--- src/rtl/io_input_queue_pkg.sv ---
// Shared constants for the switch-bank input queue and the DMA that drains it.
package io_input_queue_pkg;

  localparam int IO_DATA_W          = 22;
  localparam int IO_DEPTH           = 32;
  localparam int IO_DEBOUNCE_CYCLES = 16;
  localparam int IO_COUNT_W         = $clog2(IO_DEPTH) + 1;

endpackage : io_input_queue_pkg

--- src/rtl/io_input_queue_btn_debounce.sv ---
// Synchronizes the raw active-low apply button, debounces it and emits a
// one-cycle press strobe on the debounced 1->0 transition only.
module btn_debounce
  import io_input_queue_pkg::*;
#(
  parameter int DEBOUNCE_CYCLES = IO_DEBOUNCE_CYCLES
) (
  input  logic clock,
  input  logic reset,
  input  logic btn_raw,
  output logic press
);

  localparam int CNT_W = $clog2(DEBOUNCE_CYCLES + 1);

  logic             sync1;
  logic             sync2;
  logic             level_q;
  logic             level_d;
  logic [CNT_W-1:0] cnt;

  // Two-flop synchronizer; idles at 1 (button released).
  always_ff @(posedge clock or posedge reset) begin
    if (reset) begin
      sync1 <= 1'b1;
      sync2 <= 1'b1;
    end else begin
      sync1 <= btn_raw;
      sync2 <= sync1;
    end
  end

  // Accept a new level after DEBOUNCE_CYCLES consecutive differing samples;
  // any sample matching the current level restarts the count.
  always_ff @(posedge clock or posedge reset) begin
    if (reset) begin
      cnt     <= '0;
      level_q <= 1'b1;
    end else if (sync2 != level_q) begin
      if (cnt == CNT_W'(DEBOUNCE_CYCLES - 1)) begin
        level_q <= sync2;
        cnt     <= '0;
      end else begin
        cnt <= cnt + 1'b1;
      end
    end else begin
      cnt <= '0;
    end
  end

  // Delayed copy of the debounced level for edge detection.
  always_ff @(posedge clock or posedge reset) begin
    if (reset) level_d <= 1'b1;
    else       level_d <= level_q;
  end

  assign press = level_d & ~level_q;

endmodule : btn_debounce

--- src/rtl/io_input_queue.sv ---
// Captures the switch bank into a FIFO each time the apply button is
// pressed. The consumer reads the head show-ahead on rd_data.
//
// Consumer handshake: rd_data/empty describe the head this cycle; asserting
// pop while empty == 0 removes the head at the next rising edge. pop while
// empty is ignored. There is no backpressure on the producer side: a press
// that finds the queue full (with no pop that cycle) is dropped and latches
// the sticky overflow flag until reset.
module io_input_queue
  import io_input_queue_pkg::*;
#(
  parameter int DATA_W          = IO_DATA_W,
  parameter int DEPTH           = IO_DEPTH,
  parameter int DEBOUNCE_CYCLES = IO_DEBOUNCE_CYCLES
) (
  input  logic                      clock,
  input  logic                      reset,
  input  logic                      apply_btn,
  input  logic [DATA_W-1:0]         io_in,
  input  logic                      pop,
  output logic [DATA_W-1:0]         rd_data,
  output logic [$clog2(DEPTH):0]    count,
  output logic                      empty,
  output logic                      full,
  output logic                      overflow
);

  localparam int AW    = $clog2(DEPTH);
  localparam int CNT_W = AW + 1;

  logic [DATA_W-1:0] io_sync1;
  logic [DATA_W-1:0] io_sync2;
  logic              push;
  logic              do_push;
  logic              do_pop;
  logic [AW-1:0]     wr_ptr;
  logic [AW-1:0]     rd_ptr;
  logic [DATA_W-1:0] mem [DEPTH];

  btn_debounce #(
    .DEBOUNCE_CYCLES (DEBOUNCE_CYCLES)
  ) u_btn_debounce (
    .clock   (clock),
    .reset   (reset),
    .btn_raw (apply_btn),
    .press   (push)
  );

  // Two-flop synchronizer for the switch bank.
  always_ff @(posedge clock or posedge reset) begin
    if (reset) begin
      io_sync1 <= '0;
      io_sync2 <= '0;
    end else begin
      io_sync1 <= io_in;
      io_sync2 <= io_sync1;
    end
  end

  assign empty   = (count == '0);
  assign full    = (count == CNT_W'(DEPTH));
  assign do_pop  = pop & ~empty;
  assign do_push = push & (~full | do_pop);

  // Storage is not reset; the pointers alone define which entries are valid.
  always_ff @(posedge clock) begin
    if (do_push) mem[wr_ptr] <= io_sync2;
  end

  // Pointers, occupancy and sticky overflow.
  always_ff @(posedge clock or posedge reset) begin
    if (reset) begin
      wr_ptr   <= '0;
      rd_ptr   <= '0;
      count    <= '0;
      overflow <= 1'b0;
    end else begin
      if (do_push) wr_ptr <= wr_ptr + 1'b1;
      if (do_pop)  rd_ptr <= rd_ptr + 1'b1;
      case ({do_push, do_pop})
        2'b10:   count <= count + 1'b1;
        2'b01:   count <= count - 1'b1;
        default: count <= count;
      endcase
      if (push && full && !pop) overflow <= 1'b1;
    end
  end

  // Show-ahead head entry, forced to zero when nothing is held.
  always_comb begin
    rd_data = '0;
    if (!empty) rd_data = mem[rd_ptr];
  end

endmodule : io_input_queue

--- config.mk ---
export PLATFORM = sky130hd
export DESIGN_NAME = io_input_queue
export DESIGN_NICKNAME = d
export VERILOG_FILES = /design/src/rtl/io_input_queue_pkg.sv /design/src/rtl/io_input_queue_btn_debounce.sv /design/src/rtl/io_input_queue.sv
export SDC_FILE = /design/constraint.sdc
export NUM_CORES = 1
export LEC_CHECK = 0
export BUFFER_PORTS_ARGS = -buffer_cell sky130_fd_sc_hd__buf_4
export CAP_MARGIN = 20
export CORE_AREA = 4 4 261 263
export DETAILED_ROUTE_END_ITERATION = 6
export DIE_AREA = 0 0 265 267
export GPL_ROUTABILITY_DRIVEN = 0
export SKIP_LAST_GASP = 1
export SYNTH_ARGS = -nofsm -noshare
export SYNTH_HDL_FRONTEND = slang
export SYNTH_SLANG_ARGS = --single-unit
--- constraint.sdc ---
create_clock -name clock -period 6.4 [get_ports clock]
set_input_delay 0 -clock clock [delete_from_list [all_inputs] [get_ports clock]]
set_output_delay 0 -clock clock [all_outputs]
set_load 0.03 [all_outputs]
Yosys cells after proc, flatten, opt, wreduce, memory -nomap -nowiden --
Memory sizes are Yosys's and may differ from the RTL's. Index checks and enable logic that the tools add are counted. Widths: inputs -> output; s select.
Storage, ports and cells: register bits after elaboration 70, bits in writable memories 704, output and inout port bits 31, memories 1
Memory list:
- mem | words 32, width 22, read ports 1, clocked after Yosys merged registers in 0, write ports 1, line io_input_queue.sv:38 | logic [DATA_W-1:0] mem [DEPTH];
Cells by class: add/sub/neg operators 5, equality and inequality tests 5, muxes and demuxes 6, bitwise gates (word level) 7, reduce and logical (&&, ||, !) cells 6
Operators by type and width (count):
- $mux 22 | 1
- $add 5x1->5 const B | 3
- $pmux 6 s2 | 1
- $mux 5 | 2
- $add 6x1->6 const B | 1
- $eq 6x6->1 const B | 1
- $logic_not 6->1 | 1
- $sub 6x1->6 const B | 1
- $eq 5x4->1 const B | 1
- $and 1x1->1 | 3
- $not 1->1 | 3
- $eq 2x1->1 const B | 1
- $eq 2x2->1 const B | 1
- $logic_and 1x1->1 | 2
- $mux 1 | 2
- $reduce_and 2->1 | 1
- $reduce_bool 2->1 | 1
- $logic_not 1->1 | 1
- $ne 1x1->1 | 1
- $or 1x1->1 | 1

Longest topological paths before layout --
depth in word-level cells 7, mapped depth 10, depth with buffers taken out 9

Cells and area by module --
Synthesis repeated with hierarchy kept, for this count alone.
Unflattened totals: cell total of the unflattened synthesis 1433, area, all modules 29368.2 µm²
Modules (own cells, without submodules):
- io_input_queue | times used 1, cells an instance 1407, area each 29015.3 µm², sequential area each 22666.7 µm²
- btn_debounce | times used 1, cells an instance 26, area each 352.8 µm², sequential area each 230.2 µm²

Worst setup path after synthesis --
OpenSTA, ideal clock, no wires.
path type flip-flop to flip-flop, from reg count[0], to mem mem[31][0] (netlist bit), enable pin, library setup time 401 ps, data arrival time 2507 ps, required time 5999 ps, setup slack 3493 ps, cell stages (with the launch flop) 6, cells stage by stage dfrtp_1 -> nor4_1 -> a41oi_1 -> nand2_1 -> clkbuf_1 -> nor2_1
On the way: cells in the longest elaborated chain, start to end 7, elaborated cells between the ends (all ways) 9
Ends and longest elaborated chain:
- from (decl) | line io_input_queue.sv:22 | output logic [$clog2(DEPTH):0] count,
- from (signal assigned) | line io_input_queue.sv:81 | 2'b10: count <= count + 1'b1;
- from (signal assigned) | line io_input_queue.sv:82 | 2'b01: count <= count - 1'b1;
- from (signal assigned) | line io_input_queue.sv:83 | default: count <= count;
- $logic_not 6->1 | line io_input_queue.sv:60 | assign empty = (count == '0);
- $not 1->1 | line io_input_queue.sv:62 | assign do_pop = pop & ~empty;
- $and 1x1->1 | line io_input_queue.sv:62
- $or 1x1->1 * | line io_input_queue.sv:63 | assign do_push = push & (~full | do_pop);
- $and 1x1->1 * | line io_input_queue.sv:63
- $mux 1 * | line io_input_queue.sv:67 | if (do_push) mem[wr_ptr] <= io_sync2;
- $mux 1 (implied by the code) * | line io_input_queue.sv:67
- to (decl) | line io_input_queue.sv:38
Every way passes the cells marked *; elsewhere a longest branch is shown, timed or not.

Worst setup path in the final report --
from reg rd_ptr[0], to out rd_data[20]
On the way: cells in the longest elaborated chain, start to end 2
Ends and longest elaborated chain:
- from (decl) | line io_input_queue.sv:37 | logic [AW-1:0] rd_ptr;
- from (signal assigned) | line io_input_queue.sv:79 | if (do_pop) rd_ptr <= rd_ptr + 1'b1;
- $mem_v2 32x22
- $mux 22 | line io_input_queue.sv:92 | if (!empty) rd_data = mem[rd_ptr];
- to (decl) | line io_input_queue.sv:21 | output logic [DATA_W-1:0] rd_data,
No other way between the ends.

==> flow_summary.json <==
{
  "rows": 94,
  "maxCapViolCount": 0,
  "syn_nets": 1512,
  "hold_path_class": "in -> reg",
  "seqCellArea_um2": 22910,
  "grt_pass1_wl_um": 102500,
  "status": "completed",
  "regToRegStartpoint": "u_btn_debounce.level_d",
  "io_pins": 57,
  "ff2ff_setup_slack_ns": 2.99,
  "ys_seq_area_share_pct": 77.68,
  "crit_path_end": "rd_data[20]",
  "avgViaCountPerCell": 5.812,
  "drive_gt1_share_pct": 23.61,
  "end_kind": "output port",
  "max_slew_margin_pct": 28.44,
  "grt_use_total_pct": 19.95,
  "place_area_um2": 31030,
  "port_buffers": 56,
  "grt_max_degree": 90,
  "antenna_cells": 0,
  "start_util_pct": 44.91,
  "power.density_nw_per_um2": 415.1,
  "rsz0062_at_grt": "no",
  "start_kind": "flop",
  "max_freq_mhz": 246.9,
  "fin_tns_setup_ns": 0,
  "drv_slew": 0,
  "reg2reg_depth": 5,
  "clock_skew_ns": 0.02508,
  "leakage_nw": 11.32,
  "vias": 14720,
  "numCtsBuffers": 79,
  "die-area_um2": 70760,
  "core-area_um2": 65630,
  "power_frac_seq_pct": 41.6,
  "async_flop_share_pct": 9.044,
  "synthesis.area_um2": 29480,
  "drc": 0,
  "htree_levels": 3,
  "p_switching_mw": 4.348,
  "antenna_found_initial": 0,
  "yosysWarnings": 0,
  "hpwl_um": 39960,
  "synth_edf_count": 704,
  "clock_latency_ns": 0.61,
  "synth-seq-cells": 774,
  "power_mw": 14.11,
  "setup_viol": 0,
  "multi_input_comb_area_um2": 6208,
  "grt_pass1_vias": 14930,
  "ys_types": 47,
  "routedWlPerCell_um": 27.74,
  "internal_power_mw": 9.764,
  "critPathLaunch": "rd_ptr[0]",
  "finalWirelength_um": 70270,
  "path_max_fanout": 44,
  "period_share_pct": 63.28,
  "crit_required_ns": 6.40,
  "combinationalPowerShare_pct": 26.8,
  "die_y_um": 267,
  "tightest_slew_ns": 1.073,
  "cts_sinks": 774,
  "fillers": 5122,
  "ant_nets": 0,
  "synthFlopType": "edfxtp_1",
  "finalInstanceArea_um2": 34000,
  "drt_pass1_iterations": 5,
  "r2r-end": "mem[19][6]",
  "cts-root-to-sink-buffers": 3,
  "clk_pin_slew_ns": 0.06,
  "syn_to_final_growth_pct": 15.33,
  "hold_viol": 0,
  "drt_iter0_markers": 1486,
  "p_clk_share_pct": 31.6,
  "cts-root-buf": "clkbuf_16",
  "num-nets-final": 1642,
  "critPathKind": "reg -> out",
  "synth.area.top_cells": "edfxtp_1 (72%), mux4_2 (8.4%), dfrtp_1 (5.6%)",
  "period_minus_slack_ns": 4.050,
  "die_width_um": 265,
  "peakVddDrop_uv": 373.9,
  "synth_top_area_cell": "edfxtp_1",
  "avgSynthCellArea_um2": 19.93,
  "yosys.area.top_type_share_pct": 71.72,
  "cp.arrival_ns": 4.05,
  "postSynthCellCount": 1479,
  "swShare_pct": 30.81,
  "cts_tree": "yes",
  "overflow": 0
}
sequential cells by signal, summed over array words and instances, names as in the netlist:
name / cells
count: 6
io_sync1: 22
io_sync2: 22
mem: 704
overflow: 1
rd_ptr: 5
u_btn_debounce.cnt: 5
u_btn_debounce.level_d: 1
u_btn_debounce.level_q: 1
u_btn_debounce.sync1: 1
u_btn_debounce.sync2: 1
wr_ptr: 5
worst min path at each step:
stage	from	cells past startpoint	end
after floorplan	apply_btn	0	u_btn_debounce.sync1
after global placement	apply_btn	1	u_btn_debounce.sync1
after detailed placement	io_in[8]	1	io_sync1[8]
after CTS	io_in[17]	2	io_sync1[17]
after global routing	io_in[18]	2	io_sync1[18]
final	io_in[17]	2	io_sync1[17]
layer usage:
| metal | track usage [%] | part of all wire (%) |
|---|---|---|
| met3 | 4.167 | 7.0 |
| met1 | 28.10 | 42 |
| met2 | 31.99 | 48 |
| met4 | 5.654 | 2.9 |
| met5 | 0 | 0 |
final cells by class:
class                           count  area share [%]
Clock buffer                      102           6.253
Sequential cell                   774           67.39
Clock inverter                     39           1.093
Tap cell                          864           3.180
Multi-Input combinational cell    612           18.26
Inverter                            8          0.1288
Timing Repair Buffer              134           3.688
power groups by stage:
stage / combinational (mW) / sequential [mW] / clock, mW
2_1_floorplan: 2.74 / 5.77 / 0
3_3_place_gp: 3.76 / 5.99 / 0
3_5_place_dp: 3.78 / 6.00 / 0
4_1_cts: 3.79 / 5.90 / 4.55
5_1_grt: 4.03 / 5.89 / 4.79
6_report: 3.78 / 5.87 / 4.46
worst max-delay path, cell delays in order (launching register included):
cell and delay [ns]:
dfrtp_4 0.97, buf_4 0.83, mux4_2 0.60, o21ai_0 0.53
a211oi_1 0.26, buf_4 0.23
logic make-up after synthesis:
logic type | Yosys count | synth area share [%]
AND/OR/NAND/NOR | 129 | 1.923
multiplexers | 266 | 13.80
XOR/XNOR | 14 | 0.4160
AO/OA/AOI/OAI | 196 | 4.309
adder cells (fa/ha/maj) | 7 | 0.2971
flip-flops | 774 | 77.68
buffers and inverters | 93 | 1.575
through the flow:
step                setup WS (ns)  utilization (%)  std cells  hold slack, ns
global route                2.062            51.80       2533         0.01461
floorplan                   3.493                -       1479        0.004478
finish                      2.350            51.80       2533         0.04310
CTS                         2.241            51.46       2525        0.009297
global placement            2.902            47.28       2359          0.1091
detailed placement          2.901            47.28       2359          0.1104
cells in the final DEF, fill, tap and decap left out, types with 6 or more instances in the layout:
master	n
a21oi_1	45
dfrtp_1	61
clkbuf_1	19
bufinv_16	7
clkinv_1	20
o221ai_1	21
nor2_1	53
a221oi_1	43
mux4_2	110
mux2i_1	133
nand2_1	14
clkbuf_16	81
nor2_2	31
buf_4	99
edfxtp_1	704
inv_1	6
mux2_2	23
ha_1	7
buf_16	8
xnor2_1	10
o21ai_0	74
dlygate4sd3_1	25
clkinv_2	9
timing repair:
item,in CTS,in global routing
gates resized for setup,0,0
hold endpoints to repair,98,0
setup buffers,0,0
hold buffers,25,0
Yosys cell counts (all sizes together) (2+ instances only):
cell type	number
and2	3
a21oi	46
dfstp	4
nor2	85
a221oi	43
inv	7
nand2	14
dfrtp	66
a211oi	2
xnor2	10
xor2	4
mux2i	133
mux2	23
and3	4
nand4	3
nand3b	3
o221ai	21
clkbuf	47
nor4	2
a21o	3
or3b	2
buf	38
edfxtp	704
mux4	110
o21ai	74
ha	7
nand3	4
or3	2
(Power assumes the default switching activity.)
